File: config.mk
export PLATFORM = sky130hd
export DESIGN_NAME = game_ctrl
export DESIGN_NICKNAME = d
export VERILOG_FILES = /design/src/rtl/game_pkg.sv /design/src/rtl/btn_debounce.sv /design/src/rtl/game_ctrl.sv
export SDC_FILE = /design/constraint.sdc
export NUM_CORES = 1
export LEC_CHECK = 0
export CAP_MARGIN = 20
export CORE_ASPECT_RATIO = 0.5
export CORE_MARGIN = 4
export CORE_UTILIZATION = 52
export CTS_CLUSTER_DIAMETER = 60
export DETAILED_ROUTE_END_ITERATION = 12
export GPL_TIMING_DRIVEN = 0
export MAX_ROUTING_LAYER = met4
export PLACE_DENSITY = 0.74
export SYNTH_ARGS = -nofsm -noshare
export SYNTH_HDL_FRONTEND = slang
export SYNTH_SLANG_ARGS = --single-unit
export TNS_END_PERCENT = 20
File: constraint.sdc
create_clock -name CLK100MHZ -period 2 [get_ports CLK100MHZ]
set_input_delay 0.4 -clock CLK100MHZ [delete_from_list [all_inputs] [get_ports CLK100MHZ]]
set_output_delay 0.4 -clock CLK100MHZ [all_outputs]
set_load 0.01 [all_outputs]
File: src/rtl/game_pkg.sv
// Shared definitions for the game input controller.
//   game_state_e      : IDLE/RUN/DEAD encodings, also the value on the state output
//   SPD_*             : encoded step increments chosen by the speed switches
//   DIFF_W            : width of the encoded difficulty
//   encode_speed      : priority encoder, speed switches to step increment
//   encode_difficulty : priority encoder, difficulty switches to level (bit 0 ignored)
package game_pkg;

  typedef enum logic [1:0] {
    ST_IDLE = 2'd0,
    ST_RUN  = 2'd1,
    ST_DEAD = 2'd2
  } game_state_e;

  localparam int SPD_W  = 4;
  localparam int DIFF_W = 2;

  localparam logic [SPD_W-1:0] SPD_3 = 4'd3;
  localparam logic [SPD_W-1:0] SPD_4 = 4'd4;
  localparam logic [SPD_W-1:0] SPD_6 = 4'd6;
  localparam logic [SPD_W-1:0] SPD_7 = 4'd7;
  localparam logic [SPD_W-1:0] SPD_9 = 4'd9;

  // Highest set switch wins; no switch selects the slowest speed.
  function automatic logic [SPD_W-1:0] encode_speed(input logic [3:0] sw);
    logic [SPD_W-1:0] enc;
    casez (sw)
      4'b1???: enc = SPD_9;
      4'b01??: enc = SPD_7;
      4'b001?: enc = SPD_6;
      4'b0001: enc = SPD_4;
      default: enc = SPD_3;
    endcase
    return enc;
  endfunction

  // Bit 0 has no level of its own; it falls into the default (easiest) level.
  function automatic logic [DIFF_W-1:0] encode_difficulty(input logic [3:0] sw);
    logic [DIFF_W-1:0] enc;
    casez (sw)
      4'b1???: enc = 2'd3;
      4'b01??: enc = 2'd2;
      4'b001?: enc = 2'd1;
      default: enc = 2'd0;
    endcase
    return enc;
  endfunction

endpackage

File: src/rtl/btn_debounce.sv
// Button conditioner: 2-flop synchronizer, stability counter and rising-edge pulse.
//   clk     in  system clock
//   rst     in  synchronous active-high reset
//   btn_raw in  asynchronous raw button
//   level   out debounced button level
//   pulse   out one cycle high in the cycle level first reads 1
// A new level is accepted after DEBOUNCE_CYCLES consecutive synchronized samples
// that differ from the current level. After reset, pulses are withheld until a
// released sample has been seen, so a button held through reset cannot fire.
module btn_debounce #(
  parameter int DEBOUNCE_CYCLES = 1000000
) (
  input  logic clk,
  input  logic rst,
  input  logic btn_raw,
  output logic level,
  output logic pulse
);

  localparam int CNT_W = (DEBOUNCE_CYCLES > 1) ? $clog2(DEBOUNCE_CYCLES) : 1;
  localparam logic [CNT_W-1:0] CNT_MAX = CNT_W'(DEBOUNCE_CYCLES - 1);

  logic             sync1_q, sync1_d;
  logic             sync2_q, sync2_d;
  // vld*_q track whether the matching sync stage holds a post-reset sample
  logic             vld1_q, vld1_d;
  logic             vld2_q, vld2_d;
  logic             armed_q, armed_d;
  logic             level_q, level_d;
  logic             pulse_q, pulse_d;
  logic [CNT_W-1:0] cnt_q, cnt_d;

  always_comb begin
    sync1_d = btn_raw;
    sync2_d = sync1_q;
    vld1_d  = 1'b1;
    vld2_d  = vld1_q;
    armed_d = armed_q | (vld2_q & ~sync2_q);
    level_d = level_q;
    cnt_d   = '0;
    if (sync2_q != level_q) begin
      if (cnt_q == CNT_MAX) begin
        level_d = sync2_q;
      end else begin
        cnt_d = cnt_q + CNT_W'(1);
      end
    end
    pulse_d = level_d & ~level_q & armed_q;
  end

  always_ff @(posedge clk) begin
    if (rst) begin
      sync1_q <= 1'b0;
      sync2_q <= 1'b0;
      vld1_q  <= 1'b0;
      vld2_q  <= 1'b0;
      armed_q <= 1'b0;
      level_q <= 1'b0;
      pulse_q <= 1'b0;
      cnt_q   <= '0;
    end else begin
      sync1_q <= sync1_d;
      sync2_q <= sync2_d;
      vld1_q  <= vld1_d;
      vld2_q  <= vld2_d;
      armed_q <= armed_d;
      level_q <= level_d;
      pulse_q <= pulse_d;
      cnt_q   <= cnt_d;
    end
  end

  assign level = level_q;
  assign pulse = pulse_q;

endmodule

File: src/rtl/game_ctrl.sv
// Game input controller: conditions the jump button, runs the game FSM,
// latches the switch encodings and generates the game-step enable.
//   CLK100MHZ     in  system clock
//   reset_btn     in  synchronous active-high reset
//   jump_btn      in  raw jump/start button
//   speed_in      in  speed switches
//   difficulty_in in  difficulty switches
//   isdead        in  death flag from physics
//   jump          out debounced button level
//   jump_pulse    out one-cycle pulse per debounced press
//   start         out game active (RUN or DEAD)
//   tick          out one-cycle game-step enable
//   speed         out encoded speed (frozen outside IDLE)
//   difficulty    out encoded difficulty (frozen outside IDLE)
//   state         out FSM state
//
// state   | meaning
// --------+--------------------------------------------------------
// ST_IDLE | no game; switches tracked, accumulator held at 0
// ST_RUN  | game in progress; accumulator advances, ticks issued
// ST_DEAD | game over screen; accumulator frozen, waits for a press
module game_ctrl
  import game_pkg::*;
#(
  parameter int DEBOUNCE_CYCLES = 1000000,
  parameter int ACC_W           = 33,
  parameter int TICK_BIT        = 25
) (
  input  logic              CLK100MHZ,
  input  logic              reset_btn,
  input  logic              jump_btn,
  input  logic [3:0]        speed_in,
  input  logic [3:0]        difficulty_in,
  input  logic              isdead,
  output logic              jump,
  output logic              jump_pulse,
  output logic              start,
  output logic              tick,
  output logic [SPD_W-1:0]  speed,
  output logic [DIFF_W-1:0] difficulty,
  output logic [1:0]        state
);

  game_state_e       state_q, state_d;
  logic [SPD_W-1:0]  speed_q, speed_d;
  logic [DIFF_W-1:0] diff_q, diff_d;
  logic [ACC_W-1:0]  acc_q, acc_d;
  logic              tick_q, tick_d;

  btn_debounce #(
    .DEBOUNCE_CYCLES(DEBOUNCE_CYCLES)
  ) u_jump_db (
    .clk    (CLK100MHZ),
    .rst    (reset_btn),
    .btn_raw(jump_btn),
    .level  (jump),
    .pulse  (jump_pulse)
  );

  always_comb begin
    state_d = state_q;
    case (state_q)
      ST_IDLE: if (jump_pulse) state_d = ST_RUN;
      ST_RUN:  if (isdead)     state_d = ST_DEAD;
      ST_DEAD: if (jump_pulse) state_d = ST_IDLE;
      default: state_d = ST_IDLE;
    endcase
  end

  always_comb begin
    speed_d = speed_q;
    diff_d  = diff_q;
    if (state_q == ST_IDLE) begin
      speed_d = encode_speed(speed_in);
      diff_d  = encode_difficulty(difficulty_in);
    end

    case (state_q)
      ST_RUN:  acc_d = acc_q + ACC_W'(speed_q);
      ST_DEAD: acc_d = acc_q;
      default: acc_d = '0;
    endcase

    // Gated by the next state so the edge that leaves RUN cannot emit a tick.
    tick_d = (state_d == ST_RUN) & acc_d[TICK_BIT] & ~acc_q[TICK_BIT];
  end

  always_ff @(posedge CLK100MHZ) begin
    if (reset_btn) begin
      state_q <= ST_IDLE;
      speed_q <= SPD_3;
      diff_q  <= '0;
      acc_q   <= '0;
      tick_q  <= 1'b0;
    end else begin
      state_q <= state_d;
      speed_q <= speed_d;
      diff_q  <= diff_d;
      acc_q   <= acc_d;
      tick_q  <= tick_d;
    end
  end

  assign start      = (state_q != ST_IDLE);
  assign tick       = tick_q;
  assign speed      = speed_q;
  assign difficulty = diff_q;
  assign state      = state_q;

endmodule

==> results of run 1 <==
[kinds of logic after synthesis]
group | count (synthesis) | share of synthesized area, %
AO/OA/AOI/OAI | 57 | 11.62
XOR/XNOR | 28 | 8.284
adder cells (fa/ha/maj) | 10 | 4.480
buffers and inverters | 23 | 3.085
flip-flops | 62 | 41.93
multiplexers | 4 | 1.353
AND/OR/NAND/NOR | 156 | 29.25
[sequential cells by signal, indices dropped and copies added (netlist names)]
name / flops
acc_q: 26
u_jump_db.cnt_q: 20
speed: 4
difficulty: 2
state: 2
tick: 1
u_jump_db.armed_q: 1
u_jump_db.level: 1
u_jump_db.pulse: 1
u_jump_db.sync1_q: 1
u_jump_db.sync2_q: 1
u_jump_db.vld1_q: 1
u_jump_db.vld2_q: 1
[layout make-up]
type | instances | area (um2)
inverters | 11 | 41.29
repair buffers | 22 | 216.5
fillers | 448 | 1803
plain buffers | 11 | 51.30
clock buffers | 14 | 284.0
well taps | 73 | 91.34
clock inverters | 2 | 37.54
multi-input cells | 255 | 1722
flip-flops and latches | 62 | 1245
[layout by cell type, fill, tap and decap left out, types with 3 or more instances in the layout]
master,count
xnor2_1,13
nor3_1,5
clkbuf_16,9
inv_1,9
or4_1,4
a211oi_1,3
buf_2,4
clkbuf_1,4
or3_1,7
xor2_1,15
nand2_1,22
o31ai_1,3
clkbuf_2,4
and3_1,5
ha_1,4
a21oi_1,24
nand4_1,11
nor2b_1,7
ha_4,4
nor2_1,48
clkdlybuf4s50_1,20
and4_1,5
o21ai_0,10
nand3_1,16
nor3b_1,4
and2_1,3
dfxtp_1,59
clkbuf_8,4
mux2i_1,4
dfxtp_2,3
nor4_2,3
[metrics by stage]
stage / power (uW) / TNS [ns]
global route: 3073 / -0.04880
global placement: 1361 / -0.9245
detailed placement: 1364 / -1.093
CTS: 2998 / 0
finish: 2985 / 0
floorplan: 1318 / 0
[worst paths after layout]
kind	start	end	slack, ns
setup reg to reg	speed[3]	tick	0.01
setup / recovery	speed[3]	tick	0.01
hold / removal	reset_btn	u_jump_db.sync1_q	0.45
hold reg to reg	u_jump_db.sync1_q	u_jump_db.sync2_q	0.46
[routing by layer]
layer	GRT usage (%)	wire length (um)	share of wire, %
met2	36.15	3289	49
met5	-	0	0
met3	6.771	262	3.9
met1	22.94	3046	45
met4	7.191	103	1.5
[power by group through the flow]
stage	Combinational (uW)	Clock [uW]	Sequential (uW)
final	86.5	1640	1260
after global routing	94.1	1720	1260
after CTS	81.8	1660	1260
after detailed placement	80.2	0	1280
after global placement	77.9	0	1280
after floorplan	32.4	0	1290
[what timing repair did]
| item | CTS | global route |
|---|---|---|
| setup buffers | 0 | 1 |
| gates cloned | 0 | 0 |
| pin swaps | 0 | 5 |
| gates resized for setup | 9 | 17 |
| setup endpoints to repair | 15 | 27 |
==> results.md, run 1 <==
* GPL Wtd Cong at roughly 0.9
* Core Util, Final at 67.17%
* Endpoint type of the worst setup path: register
* P_sw at just under 600 uW
* Number of antenna violations at the first check in global routing at 0
* Remaining DRCs at 0
* Clock Skew at 0.005665 ns
* Max-slew headroom at roughly 65%
* Starting Density at roughly 54%
* Commonest cells post-synth: 62 x dfxtp_1, 48 x nor2_1, 25 x a21oi_1, 22 x nand2_1, 16 x nand3_1
* Die area at 7037 um2
* Clock Tree Root: clkbuf_16
* Clk_lat worst skew at about 0.33 ns
* Hold buffer count at CTS at 0
* CP Cell Sequence: ha_4 -> o21a_1 -> a21oi_1 -> or4_4 -> nor2_2 -> nor4b_4
* Routed wire length at roughly 6.7 mm
* Number of max-cap violations at 0
* Placeable Area at 5492 um2
* Fin nets at 394
* Highest Clock Rate at just over 500 MHz
* Slew Limit Fails at 0
* R2R cell count at 6
* DR WL/cell at about 15 um
* Switching Fraction at approximately 20%
* IO Pins at 24
* Critical path's slowest cell: or4_4
* Placed cell area at 3262 um2
* Register area share after synthesis at between 40% and 50%
* CTS Sinks at between 60 and 70
* Number of flops mapped to enable cells by yosys at 0
* CTS tree: built
* Post-DP HPWL at 4.556 mm
* CTS Buffer Depth at 2
* Cells after Synth at 340
* Final setup viols at 0
* Dpl cells at 434
* Syn avg cell area at approximately 8.7 um2
* First-pass GRT wire length at around 11 mm
* P&R area growth vs syn at 24.60%
* Crit-path max cell delay at 0.54 ns
* Die Y at 61.35 um
* Hold Path Depth at 2
* Num CTS Buffers at 9
* Yosys top cell by area: dfxtp_1
* Row cnt at 19
* Commonest register cell after synthesis: dfxtp_1
* DR iter-0 viols at 110
* GRT Total Usage at about 21%
* DR vias at around 2600
* Required time of the critical path at between 2 and 2.5 ns
* Post-place setup slack at -0.1834 ns
* Clock transition at the registers of the reported paths at around 0.050 ns
* Synth Cell Area at 2960 um2
* Worst Hold Margin at 0.4501 ns
* Synth cell types at between 40 and 50
* Worst-path fanout max at 4
* Clock Power Share at 54.8%
* Final count of hold timing violations at 0
* P_int at ~2400 uW
* Top cells by area, synth: dfxtp_1 42%, nor2_1 6.1%, xor2_1 4.4%, a21oi_1 4.2%, xnor2_1 3.8%
* Startpoint Class: register
* Post-route antenna net violation count at 0
* Async set-reset flop share out of synthesis at 0%
* DR pass1 iterations at 4
* Kind of critical path: register to register
* Vias in the first global route at around 2400
* Vias/cell at 5.671
* Worst Slack Setup Final at between 0.01 and 0.015 ns
* # diodes at 0
* Period utilization at between 90% and 100%
* Critical path depth at 6
* Layout cell share with drive strength beyond 1 at ~14%
* Comb power frac at about 2.9%
* Design Area, Final at around 3700 um2
* Reg power frac at between 40% and 50%
* Crit path DAT at 2.23 ns
* Ys Warns at 0
* Leak pwr at 0.001277 uW
* H-tree levels at 3
* Top-count cell post-synth: dfxtp_1
* Area share of the largest cell type after synthesis at between 40% and 50%
* Least-Margin Pin Slew at ~0.53 ns
* Maximum VDD drop at approximately 0.00065 V
* Pwr dens at 809.2 nW/um2
* Global route overflow at 0
* Crit-path leading delay family: simple AND/OR/NAND/NOR gates
* Die Wd at 114.7 um
* Port-buffer cells at 21
* Non-filler cells, final at 450
* Largest net degree at the start of global routing at 11
* Fin crit period at ~2.0 ns
* Status: finished, final reports clean
* Syn nets at roughly 360
* Hold WC Path Type: input pin to register
* CP bufs+invs at 0
* Synthesized flop and latch total at 62
Power figures use the tool's default switching activity.
==> run 2: changes to the inputs <==
- CELL_PAD_IN_SITES_DETAIL_PLACEMENT: default -> 1
- CELL_PAD_IN_SITES_GLOBAL_PLACEMENT: default -> 1
- CORE_UTILIZATION: 52 -> 40
- PLACE_DENSITY: 0.74 -> 0.75
- SLEW_MARGIN: default -> 25
==> run 2 against run 1 <==
  * Critical path depth unchanged
  * Worst setup slack about the same
  * Via count increased by 0.55%
  * Non-clock buffer count decreased by 2
  * Critical endpoint is now acc_q[23]
  * Critical path type unchanged
  * Fmax about the same
  * Count of clock-buffer cells in the layout unchanged
  * Hold slack got worse by 0.0045 ns
  * Sequential power about the same
==> results.md, run 2 (synthesis gave the netlist of run 1 again) <==
* Status: finished, final reports clean
* Final setup viols at 0
* Highest Clock Rate at a little over 500 MHz
* CTS Buffer Depth at 2
* Worst-path fanout max at 7
* Vias in the first global route at around 2700
* Endpoint type of the worst setup path: register
* Maximum VDD drop at 0.0004055 V
* Vias/cell at between 5 and 6
* Crit path from: speed[3]
* H-tree levels at 3
* Reg2Reg Setup Slack at between 0.01 and 0.015 ns
* Most frequent cells in the layout: 60 x dfxtp_1, 47 x nor2_1, 23 x a21oi_1
* Biggest register: acc_q
* Period utilization at between 90% and 100%
* Setup total negative slack at 0 ns
* Global route overflow at 0
* Critical path depth at 6
* Die Y at about 69 um
* Pwr dens at roughly 760 nW/um2
* DR iter-0 viols at about 120
* Least-Margin Pin Slew at 0.5524 ns
* Crit-path leading delay family: compound AO/OA/AOI/OAI gates
* DR vias at between 2000 and 3000
* Fin nets at 392
* Core Util, Final at 52.56%
* Startpoint Class: register
* CTS tree: built
* Port-buffer cells at 21
* First-pass GRT wire length at ~13 mm
* Most common cell after layout, fill and taps aside: dfxtp_1
* Postcts setup bufs at 0
* Max-slew headroom at 63.18%
* RR Endpoint: acc_q[23]
* Starting Density at between 40% and 50%
* Clock transition at the registers of the reported paths at about 0.050 ns
* CTS Sinks at 62
* Final count of hold timing violations at 0
* Layout cell share with drive strength beyond 1 at 12.57%
* Number of max-cap violations at 0
* DR pass1 iterations at 4
* IO Pins at 24
* Required time of the critical path at 2.26 ns
* Fin crit period at 1.986 ns
* R2R cell count at 6
* P&R area growth vs syn at 23.16%
* Largest net degree at the start of global routing at 11
* Leak pwr at between 0.001 and 0.0015 uW
* Row cnt at 21
* Crit-path max cell delay at 0.45 ns
* Placeable Area at between 6000 and 7000 um2
* RSZ-0062 raised after global routing: yes
* Crit path capture: acc_q[23]
* Critical path's slowest cell: or4_1
* Max FFs per register at 26
* DR WL/cell at 16.77 um
* Routed wire length at 7.814 mm
* Hold WC Path Type: register to register
* CP Cell Sequence: ha_4 -> o21a_1 -> a21o_4 -> nand4_1 -> or4_1 -> a21oi_1
* CP bufs+invs at 0
* Clk_lat worst skew at roughly 0.33 ns
* Dpl cells at 453
* Non-filler cells, final at between 400 and 500
* Die area at a little under 9000 um2
* Clock Skew at between 0.01 and 0.015 ns
* # diodes at 0
* Post-route antenna net violation count at 0
* Reg-to-Reg Start: speed[3]
* Post-DP HPWL at around 5.4 mm
* Number of antenna violations at the first check in global routing at 0
* Die Wd at about 130 um
* Clock Tree Root: clkbuf_16
* Remaining DRCs at 0
* Slew Limit Fails at 0
* Num CTS Buffers at 9
* Worst Hold Margin at 0.4456 ns
* Crit path DAT at around 2.2 ns
* GPL Wtd Cong at ~0.9
* Kind of critical path: register to register
* GRT Total Usage at about a fifth
run 2: final cells by class:
| type | count | area (um2) |
|---|---|---|
| Fill cell | 828 | 3291 |
| Multi-Input combinational cell | 255 | 1723 |
| Sequential cell | 62 | 1244 |
| Clock buffer | 14 | 264.0 |
| Timing Repair Buffer | 21 | 209.0 |
| Tap cell | 92 | 115.1 |
| Buffer | 10 | 45.04 |
| Inverter | 11 | 41.29 |
| Clock inverter | 1 | 5.005 |
run 2: what timing repair did:
| item | 4_1_cts | 5_1_grt |
|---|---|---|
| gates cloned | 0 | 0 |
| setup endpoints to repair | 19 | 24 |
| pin swaps | 0 | 3 |
| resized for setup | 11 | 16 |
| hold buffers | 0 | 0 |
run 2: how the worst min path moves through the flow:
stage,from,endpoint,slack (ns),cells past startpoint
after detailed placement,u_jump_db.sync1_q,u_jump_db.sync2_q,0.43,1
after global routing,u_jump_db.sync1_q,u_jump_db.sync2_q,0.47,1
after global placement,u_jump_db.vld1_q,u_jump_db.vld2_q,0.43,1
final,u_jump_db.sync1_q,u_jump_db.sync2_q,0.45,1
after floorplan,u_jump_db.sync1_q,u_jump_db.sync2_q,0.41,1
after CTS,u_jump_db.sync1_q,u_jump_db.sync2_q,0.45,1
run 2: report_power, final:
part	switching, uW	internal [uW]	total, uW
clock	531	897	1430
sequential	10.3	1250	1260
combinational	41.7	45.2	86.9
run 2: metal layers:
metal	track usage [%]	part of all wire (%)	vias to the layer above
met2	34.68	51	24
met4	6.995	1.4	0
met3	6.000	3.0	14
li1	-	-	1268
met1	22.39	44	1260
met5	-	0	-
run 2: stage by stage:
step	power, uW	setup slack, ns	area [um2]
CTS	2791	-0.03391	3576
global route	2878	-0.08246	3646
global placement	1363	-0.1917	3286
finish	2776	0.01384	3646
floorplan	1318	0.06636	2960
detailed placement	1368	-0.1777	3286
==> RTL edit: new RTL, config.mk and constraints of run 1 <==
`DEBOUNCE_CYCLES` is set to 1000000 in 2 places; all go to 250000.
--- a/src/rtl/btn_debounce.sv
+++ b/src/rtl/btn_debounce.sv
@@ -8,7 +8,7 @@
 // that differ from the current level. After reset, pulses are withheld until a
 // released sample has been seen, so a button held through reset cannot fire.
 module btn_debounce #(
-  parameter int DEBOUNCE_CYCLES = 1000000
+  parameter int DEBOUNCE_CYCLES = 250000
 ) (
   input  logic clk,
   input  logic rst,
--- a/src/rtl/game_ctrl.sv
+++ b/src/rtl/game_ctrl.sv
@@ -22,7 +22,7 @@
 module game_ctrl
   import game_pkg::*;
 #(
-  parameter int DEBOUNCE_CYCLES = 1000000,
+  parameter int DEBOUNCE_CYCLES = 250000,
   parameter int ACC_W           = 33,
   parameter int TICK_BIT        = 25
 ) (
Behaviour: same outputs for any inputs over 10 cycles, from zero or initial values and one cycle with reset_btn high; that may be too few to reach the edited logic, so the function may still have changed.
==> RTL edit against run 1 <==
- sequential cell count decreased by 2
- cell area decreased by 5.1%
- fmax increased by 0.78%
- wire length decreased by 6.9%
- via count decreased by 4.2%
- synthesized area decreased by 3.6%
- total power decreased by 14%
- worst hold slack got worse by 0.0087 ns
- setup slack improved by 0.015 ns
- utilization increased by 1.3 points
- sequential share of layout area increased by 0.69 points
- largest power group unchanged
==> RTL edit: results (changes against run 1) <==
status: complete, no violations (unchanged)
Placer Congestion: 0.833 (was 0.900)
highest-delay cell along the critical path: a31oi_4 (was or4_4)
Critical R2R Capture: acc_q[14] (was tick)
vias in the first global route: 2392 (was 2435)
Mapped Area: 2860 µm² (was 2960 µm²)
actual slew at the worst max-slew pin: 0.509 ns (was 0.528 ns)
final-layout clock-cell area share: 6.72% (was 8.72%)
leakage: 1.20 nW (was 1.28 nW)
multi-input gates: 242 (was 255)
synth-to-layout area growth: 22.7% (was 24.6%)
Reg clk slew, reported paths: 0.07 ns (was 0.05 ns)
Clock power frac: 49.7% (was 54.8%)
Largest delay share family, worst path: compound AO/OA/AOI/OAI gates (was simple AND/OR/NAND/NOR gates)
Clock Skews: 0.0128 ns (was 0.00567 ns)
post-CTS sizing: 10 (was 9)
clk pwr: 1.28 mW (was 1.64 mW)
Worst Hold Class: reg2reg (was in2reg)
met1 wire length: 2.72 mm (was 3.05 mm)
hold depth: 1 (was 2)
# fillers: 395 (was 448)
post-synthesis mux area share: 1.05% (was 1.35%)
Placed Cells: 419 (was 434)
WP data arrival: 2.25 ns (was 2.23 ns)
global-route wire length before repair: 10.5 mm (was 11.0 mm)
met3 Use GR: 6.97% (was 6.77%)
Synth Area in XOR/XNOR: 9.51% (was 8.28%)
Comb. pwr: 0.0793 mW (was 0.0865 mW)
Netlist cell types: 53 (was 49)
Worst Hold Path EP: u_jump_db.cnt_q[0] (was u_jump_db.sync1_q)
critical path's largest stage delay: 0.38 ns (was 0.54 ns)
sequential share of the synthesized area: 42.1% (was 41.9%)
HPWL Detailed: 4.22 mm (was 4.56 mm)
Avg Inst Size Synth: 8.73 µm² (was 8.71 µm²)
Peak supply drop: 0.000521 V (was 0.000645 V)
Layout non-clock buf frac: 8.72% (was 7.26%)
PortBufs: 22 (was 21)
Commonest cells post-synth: 60 x dfxtp_1, 57 x nor2_1, 23 x xnor2_1 (was 62 x dfxtp_1, 48 x nor2_1, 25 x a21oi_1)
CTS Root Cell: clkbuf_8 (was clkbuf_16)
gr usage total: 20.2% (was 20.7%)
inverter count: 14 (was 11)
crit path max fanout: 7 (was 4)
routed wl met3: 317 µm (was 262 µm)
GR met2 Demand/Resource: 34.2% (was 36.1%)
layout cells sized above 1: 15.3% (was 13.5%)
==> RTL edit: cell count changes after synthesis, moves of 3 or more <==
cell / run 1 / this run
a21oi_1: 25 / 21
and3_1: 5 / 2
and4_1: 5 / 2
buf_2: 4 / 1
clkbuf_1: 7 / 4
nand2_1: 22 / 19
nand3_1: 16 / 10
nor2_1: 48 / 57
nor3_1: 5 / 14
o21ai_0: 10 / 6
or3_1: 7 / 2
xnor2_1: 13 / 23
xor2_1: 15 / 8
==> RTL edit: how the worst max path moves through the flow <==
stage                     slack (ns)     start        end  cells after the start
final                           0.03  speed[0]  acc_q[14]                      7
after detailed placement       -0.34  state[0]  acc_q[22]                      8
after floorplan                0.004  speed[0]  acc_q[22]                      7
after global placement         -0.34  speed[0]  acc_q[22]                      7
after global routing           -0.04  speed[0]  acc_q[14]                      7
after CTS                      0.005  speed[0]  acc_q[22]                      7
